## src/rtl/arith_pkg.sv

```systemverilog
// Shared encodings and helpers for the integer root datapath.
package arith_pkg;

    localparam logic MODE_SQRT = 1'b0;
    localparam logic MODE_CBRT = 1'b1;

    typedef enum logic [2:0] {
        ST_IDLE     = 3'd0,
        ST_SHIFT    = 3'd1,
        ST_MUL_WAIT = 3'd2,
        ST_CMP      = 3'd3,
        ST_DONE     = 3'd4
    } state_t;

    // Number of root digits produced for a radicand of the given width.
    function automatic int root_digits(input int width, input int m);
        return (width + m - 1) / m;
    endfunction

endpackage

```

## src/rtl/seq_mul.sv

```systemverilog
// Shift-add unsigned multiplier: one multiplier bit per cycle, RW cycles total.
// Bit 0 is folded in on the start edge so the product and done pulse land
// exactly RW edges after start.
module seq_mul #(
    parameter int RW = 7
) (
    input  logic              clk,
    input  logic              rst,
    input  logic              start,
    input  logic [RW-1:0]     a,
    input  logic [RW-1:0]     b,
    output logic [2*RW-1:0]   p,
    output logic              done
);

    localparam int CW = $clog2(RW + 1);

    logic              running;
    logic [CW-1:0]     cnt;
    logic [2*RW-1:0]   mcand;
    logic [RW-1:0]     mplier;

    // Load operands on start, then accumulate one partial product per cycle.
    always_ff @(posedge clk or posedge rst) begin
        if (rst) begin
            running <= 1'b0;
            cnt     <= '0;
            mcand   <= '0;
            mplier  <= '0;
            p       <= '0;
            done    <= 1'b0;
        end else begin
            done <= 1'b0;
            if (!running) begin
                if (start) begin
                    running <= 1'b1;
                    cnt     <= CW'(RW - 1);
                    mcand   <= {{(RW-1){1'b0}}, a, 1'b0};
                    mplier  <= b >> 1;
                    p       <= b[0] ? {{RW{1'b0}}, a} : '0;
                end
            end else begin
                if (mplier[0]) begin
                    p <= p + mcand;
                end
                mcand  <= mcand << 1;
                mplier <= mplier >> 1;
                cnt    <= cnt - CW'(1);
                if (cnt == CW'(1)) begin
                    running <= 1'b0;
                    done    <= 1'b1;
                end
            end
        end
    end

endmodule

```

## src/rtl/int_root.sv

```systemverilog
// Digit-by-digit floor square / cube root with remainder.
//
// state       | meaning
// ST_IDLE     | waiting for start; ready may be high for one cycle here
// ST_SHIFT    | double y, form the square trial value or launch the cube product
// ST_MUL_WAIT | waiting for y*(y+1) from seq_mul (cube only)
// ST_CMP      | subtract trial value if it fits, advance or finish
// ST_DONE     | publish y/remainder, pulse ready
module int_root
    import arith_pkg::*;
#(
    parameter int WIDTH = 16,
    parameter int RW    = (WIDTH + 2) / 3 + 1
) (
    input  logic             clk,
    input  logic             rst,
    input  logic             start,
    input  logic             mode,
    input  logic [WIDTH-1:0] x_in,
    output logic             busy,
    output logic             ready,
    output logic [WIDTH-1:0] y_out,
    output logic [WIDTH-1:0] r_out
);

    localparam int BW    = 2 * WIDTH;
    localparam int SW    = $clog2(BW);
    localparam int K_SQ  = root_digits(WIDTH, 2);
    localparam int K_CB  = root_digits(WIDTH, 3);
    localparam int S0_SQ = 2 * (K_SQ - 1);
    localparam int S0_CB = 3 * (K_CB - 1);

    state_t            state, state_nxt;
    logic              mode_q;
    logic [WIDTH-1:0]  x;
    logic [WIDTH-1:0]  y;
    logic [BW-1:0]     b;
    logic [SW-1:0]     s;

    logic [WIDTH-1:0]  y_dbl;
    logic [SW-1:0]     m_step;
    logic [RW-1:0]     mul_a;
    logic [RW-1:0]     mul_b;
    logic [2*RW-1:0]   mul_p;
    logic [BW-1:0]     p_ext;
    logic              mul_start;
    logic              mul_done;

    assign y_dbl  = {y[WIDTH-2:0], 1'b0};
    assign m_step = (mode_q == MODE_CBRT) ? SW'(3) : SW'(2);
    assign mul_a  = y_dbl[RW-1:0];
    assign mul_b  = mul_a + RW'(1);
    assign p_ext  = BW'(mul_p);

    seq_mul #(.RW(RW)) u_mul (
        .clk   (clk),
        .rst   (rst),
        .start (mul_start),
        .a     (mul_a),
        .b     (mul_b),
        .p     (mul_p),
        .done  (mul_done)
    );

    // State register.
    always_ff @(posedge clk or posedge rst) begin
        if (rst) begin
            state <= ST_IDLE;
        end else begin
            state <= state_nxt;
        end
    end

    // Next-state and multiplier launch.
    always_comb begin
        state_nxt = state;
        mul_start = 1'b0;
        case (state)
            ST_IDLE: begin
                if (start) begin
                    state_nxt = ST_SHIFT;
                end
            end
            ST_SHIFT: begin
                if (mode_q == MODE_CBRT) begin
                    mul_start = 1'b1;
                    state_nxt = ST_MUL_WAIT;
                end else begin
                    state_nxt = ST_CMP;
                end
            end
            ST_MUL_WAIT: begin
                if (mul_done) begin
                    state_nxt = ST_CMP;
                end
            end
            ST_CMP: begin
                state_nxt = (s >= m_step) ? ST_SHIFT : ST_DONE;
            end
            ST_DONE: begin
                state_nxt = ST_IDLE;
            end
            default: begin
                state_nxt = ST_IDLE;
            end
        endcase
    end

    // Datapath and registered outputs.
    always_ff @(posedge clk or posedge rst) begin
        if (rst) begin
            mode_q <= MODE_SQRT;
            x      <= '0;
            y      <= '0;
            b      <= '0;
            s      <= '0;
            busy   <= 1'b0;
            ready  <= 1'b0;
            y_out  <= '0;
            r_out  <= '0;
        end else begin
            ready <= 1'b0;
            case (state)
                ST_IDLE: begin
                    if (start) begin
                        x      <= x_in;
                        y      <= '0;
                        b      <= '0;
                        mode_q <= mode;
                        s      <= (mode == MODE_CBRT) ? SW'(S0_CB) : SW'(S0_SQ);
                        busy   <= 1'b1;
                    end
                end
                ST_SHIFT: begin
                    y <= y_dbl;
                    if (mode_q == MODE_SQRT) begin
                        b <= ((BW'(y_dbl) << 1) | BW'(1)) << s;
                    end
                end
                ST_MUL_WAIT: begin
                    if (mul_done) begin
                        b <= (((p_ext << 1) + p_ext) + BW'(1)) << s;
                    end
                end
                ST_CMP: begin
                    if (BW'(x) >= b) begin
                        x <= x - b[WIDTH-1:0];
                        y <= y + WIDTH'(1);
                    end
                    if (s >= m_step) begin
                        s <= s - m_step;
                    end
                end
                ST_DONE: begin
                    y_out <= y;
                    r_out <= x;
                    ready <= 1'b1;
                    busy  <= 1'b0;
                end
                default: begin
                end
            endcase
        end
    end

endmodule

```

## config.mk

```make
export PLATFORM = sky130hd
export DESIGN_NAME = int_root
export DESIGN_NICKNAME = d
export VERILOG_FILES = /design/src/rtl/arith_pkg.sv /design/src/rtl/seq_mul.sv /design/src/rtl/int_root.sv
export SDC_FILE = /design/constraint.sdc
export NUM_CORES = 1
export LEC_CHECK = 0
export ABC_AREA = 1
export BUFFER_PORTS_ARGS = -buffer_cell sky130_fd_sc_hd__buf_2
export CORE_MARGIN = 2
export CORE_UTILIZATION = 30
export CTS_CLUSTER_SIZE = 10
export DETAILED_ROUTE_END_ITERATION = 10
export PLACE_DENSITY = 0.5
export SLEW_MARGIN = 20
export SYNTH_ARGS = -nofsm -noshare
export SYNTH_HDL_FRONTEND = slang
export SYNTH_SLANG_ARGS = --single-unit
export TNS_END_PERCENT = 1
```

## constraint.sdc

```tcl
create_clock -name clk -period 4 [get_ports clk]
set_input_delay 0.2 -clock clk [delete_from_list [all_inputs] [get_ports clk]]
set_output_delay 0.2 -clock clk [all_outputs]
set_load 0.01 [all_outputs]
```

==> metrics list <==
* Hold buffer count at cts: 1
- The tool flagged a number of max-cap violations equal to 0.
- Total routing usage reported by global routing: 0.170
* Power, Total: 8.66 mW
- TritonCTS built the clock tree.
- RSZ-0062 raised after global routing: no
- Internal cell power: 4.33 mW
- Cell at the root of the clock tree: sky130_fd_sc_hd__clkbuf_16
- WP data required: about 4300 ps
- Grt total ovfl: 0
- After detailed routing, the number of vias per cell comes to roughly 4.9.
* Post-cts resize count: 0
- Crit-path slowest cell: sky130_fd_sc_hd__dfrtp_1
* Post-detailed-route count of antenna-violating nets: 0
* Net count, final: 1446
- Detailed-routing iteration count for the pre-antenna-repair pass: 6
- The critical path goes through inv_2, nor3_4, inv_2, o22ai_1, nor2_1, inv_2, nor2_2, inv_2, nor2_4, inv_2, o21ai_0, nand2_1, nand2_1.
- Min-Delay Path Class: in -> reg
- Launching element type of the critical path: flip-flop
- Gate Count Post-Synth: 1340
- Clock H-tree levels: 4
- Fin. Hold Viols: 0
- Port buffering added 53 buffers.
- The run finished with clean final reports.
- P_sw: 4.33 mW
- Share of flip-flops with an asynchronous set or reset after synthesis: 1.00
- For this design the ratio of total power to cell area is between 800 and 900 nW/um^2.
* Clock sinks: 143
- Synth Net Count: 1408
- The core region is 31400 sq um.
* First DRT Iteration DRCs: 732
- CP dominant cell by count: sky130_fd_sc_hd__inv_2
- The smallest clock period supported by the final layout is computed as 2930 ps.
* Final Slew Violations: 0
- Clock-pin slew of the registers on the worst-case setup and hold paths: ~60 ps
- Flip-flop cell with the highest count after synthesis: sky130_fd_sc_hd__dfrtp_1
* Leading post-synthesis cells by instance count: sky130_fd_sc_hd__nand2_1 (428), sky130_fd_sc_hd__nand3_1 (156), sky130_fd_sc_hd__dfrtp_1 (143), sky130_fd_sc_hd__inv_1 (141), sky130_fd_sc_hd__o21ai_0 (103)
* Tightest Pin Transition: 770 ps
- IR Drop Worst-Case VDD: 0.000432 V
* Wire length of the first global-routing pass: 44900 microns
* Sequential element share of the synthesized area: 0.376
- The share of synthesized area in the top cell type comes to 0.376.
- Setup slack at placement: 1140 ps
* Combinational share of power: 0.562
* CTS Buffer Depth: 2
- Avg Inst Size Synth: ~7.1 sq um
- Die width: 182 microns
* Clock insertion delay at the later pin of the skew report: 430 ps
- Of the total power, the share spent switching nets is 0.500.
* Maximum achievable frequency: 341 MHz
- From synthesis to final layout, the design area changed by 12.4%.
- The share of total power dissipated in sequential elements is 0.263.
* Critical Path Sink Type: flip-flop
- Buffers inserted during clock tree synthesis total 17.
- Vias in the first global route: 8471
* Overall via count from detail_route: 8734
- Slowest Stage Delay on Critical Path: 630 ps
- The share of total power dissipated in the clock network is 0.174.
- Setup violations remaining at the end of the flow were counted as 0.
- The wire-length estimate of the detail-placed layout is 20500 microns.
- By instance count, the leading cell after synthesis is sky130_fd_sc_hd__nand2_1.
- Count of cell types in the netlist: 59
* Fin crit share: 0.734
- By area the synthesized netlist is led by sky130_fd_sc_hd__dfrtp_1 (38%), sky130_fd_sc_hd__nand2_1 (17%), sky130_fd_sc_hd__nand3_1 (8.2%).
- Row generation in the floorplan step produced 65 rows.
- 54 I/O pins were placed.
* Number of synthesis warnings: 0
- The synthesized design spends more area on one cell type than any other, namely sky130_fd_sc_hd__dfrtp_1.
- Antenna diodes: 0
- Headroom to the max-slew limit came out at 0.484.
- Clock tree skew after final layout: between 9 and 10 ps
- Number of synthesized flops with an enable pin: 0
* Fin Setup TNS: 0 ps
- DRC violation count after routing: 0
- The cell area that synthesis handed to floorplanning was 9520 sq um.
- Count of buffers added by post-CTS timing repair for setup: 0
* Fraction of layout instances using a drive strength above 1: 0.100
- Die boundary height: 182 microns
* Number of flip-flops and latches in the synthesized netlist: 143
- Internal reg-to-reg setup slack: roughly 1100 ps
* Largest net degree at the start of global routing: 98
- The floorplan step defined a die boundary enclosing 33200 sq um.
- DR WL/cell: 15.2 microns
- Of all nets on the critical path, the largest fanout is 21.
* Initial core utilization: 0.303
* Total Routed Length: around 27000 microns
* Initial antenna violation count: 0
* Worst path arrival time: 3250 ps
- Final worst setup slack: roughly 1100 ps
* Leak pwr: 5.35 nW
- Start-to-end type of the worst setup path: reg -> reg
- Placer's final routability congestion estimate: 0.883
placed cells by master, fill, tap and decap left out, types with 4 or more instances in the layout:
cell type / netlist / final
sky130_fd_sc_hd__xor2_1: 6 / 6
sky130_fd_sc_hd__clkbuf_1: 27 / 6
sky130_fd_sc_hd__buf_2: 5 / 53
sky130_fd_sc_hd__ha_1: 45 / 45
sky130_fd_sc_hd__a22oi_1: 5 / 5
sky130_fd_sc_hd__or2_2: 5 / 5
sky130_fd_sc_hd__nor4_1: 6 / 6
sky130_fd_sc_hd__inv_2: 16 / 16
sky130_fd_sc_hd__o211ai_1: 8 / 8
sky130_fd_sc_hd__o21ai_1: 22 / 22
sky130_fd_sc_hd__nor2_1: 59 / 59
sky130_fd_sc_hd__inv_1: 141 / 140
sky130_fd_sc_hd__clkinv_1: 4 / 4
sky130_fd_sc_hd__nor2_4: 7 / 7
sky130_fd_sc_hd__dfrtp_1: 143 / 143
sky130_fd_sc_hd__nor3_1: 7 / 7
sky130_fd_sc_hd__nand4_1: 14 / 14
sky130_fd_sc_hd__buf_4: 2 / 10
sky130_fd_sc_hd__o21ai_0: 103 / 103
sky130_fd_sc_hd__o22ai_1: 16 / 16
sky130_fd_sc_hd__a21oi_1: 46 / 46
sky130_fd_sc_hd__clkbuf_16: 0 / 17
sky130_fd_sc_hd__nand3_1: 156 / 156
sky130_fd_sc_hd__xnor2_1: 5 / 5
sky130_fd_sc_hd__nand2_1: 428 / 427
per-stage QoR:
stage               hold slack [ps]  cells  utilization  instance area [sq um]
detailed placement              409   1760        0.323                  10100
floorplan                       321   1340            -                   9520
global placement                409   1760        0.323                  10100
CTS                            20.8   1792        0.341                  10700
finish                         35.7   1792        0.341                  10700
global route                   40.0   1792        0.341                  10700
critical path: cells and delay by family (launching register included):
family / cells / cell delay (ps)
buffers and inverters: 5 / 1000
and+or+nand+nor: 6 / 830
DFF: 1 / 630
AOI/OAI and AO/OA: 2 / 350
metal layers:
layer,part of all wire,routed length (microns),global-route usage,vias to the layer above
met5,0,0,0,-
met4,0.013,359,0.0445,0
met3,0.032,873,0.0259,21
met2,0.45,12400,0.273,176
met1,0.50,13600,0.238,4053
li1,-,-,-,4484
state kept, by name, summed over array words and instances, names as in the netlist:
| name | cells |
|---|---|
| s | 5 |
| u_mul.running | 1 |
| x | 16 |
| r_out | 16 |
| u_mul.mcand | 12 |
| ready | 1 |
| u_mul.done | 1 |
| u_mul.mplier | 6 |
| mode_q | 1 |
| u_mul.cnt | 3 |
| busy | 1 |
| y | 16 |
| state | 3 |
| y_out | 16 |
| u_mul.p | 13 |
| b | 32 |
power groups by stage:
| stage | sequential (mW) | combinational [mW] | clock, mW |
|---|---|---|---|
| after floorplan | 2.12 | 3.83 | 0 |
| after global placement | 2.30 | 4.84 | 0 |
| after detailed placement | 2.30 | 4.86 | 0 |
| after CTS | 2.28 | 4.88 | 1.56 |
| after global routing | 2.34 | 5.56 | 1.61 |
| final | 2.28 | 4.87 | 1.51 |
path summary, 6_finish.rpt:
path	start	to	cells past startpoint
max	state[1]$_DFFE_PP0P_	b[21]$_DFFE_PP0P_	13
min	x_in[15]	x[15]$_DFFE_PP0P_	3
max reg2reg	state[1]$_DFFE_PP0P_	b[21]$_DFFE_PP0P_	13
min reg2reg	u_mul.cnt[2]$_DFFE_PP0P_	u_mul.done$_DFF_PP0_	1
max in group asynchronous	rst	y[11]$_DFFE_PP0P_	4
min in group asynchronous	rst	r_out[4]$_DFFE_PP0P_	4
logic make-up (layout without fill, tap and decap cells):
family                     count (synthesis)  count (layout)  synth area share
AOI/OAI and AO/OA                        229             229             0.139
xor gates and xnor gates                  11              11            0.0101
adders and majority gates                 48              48            0.0655
buffers and inverters                    208             258            0.0892
DFF                                      143             143             0.376
muxes                                      2               2           0.00210
other                                      1               1          0.000394
and+or+nand+nor                          698             698             0.318
layout make-up:
type                            count  area (sq um)
Clock buffer                       25           475
Clock inverter                      6          60.1
Fill cell                        3486         20700
Inverter                          162           617
Multi-Input combinational cell    989          5090
Sequential cell                   143          3580
Tap cell                          402           503
Timing Repair Buffer               65           370
Power figures use the tool's default switching activity.
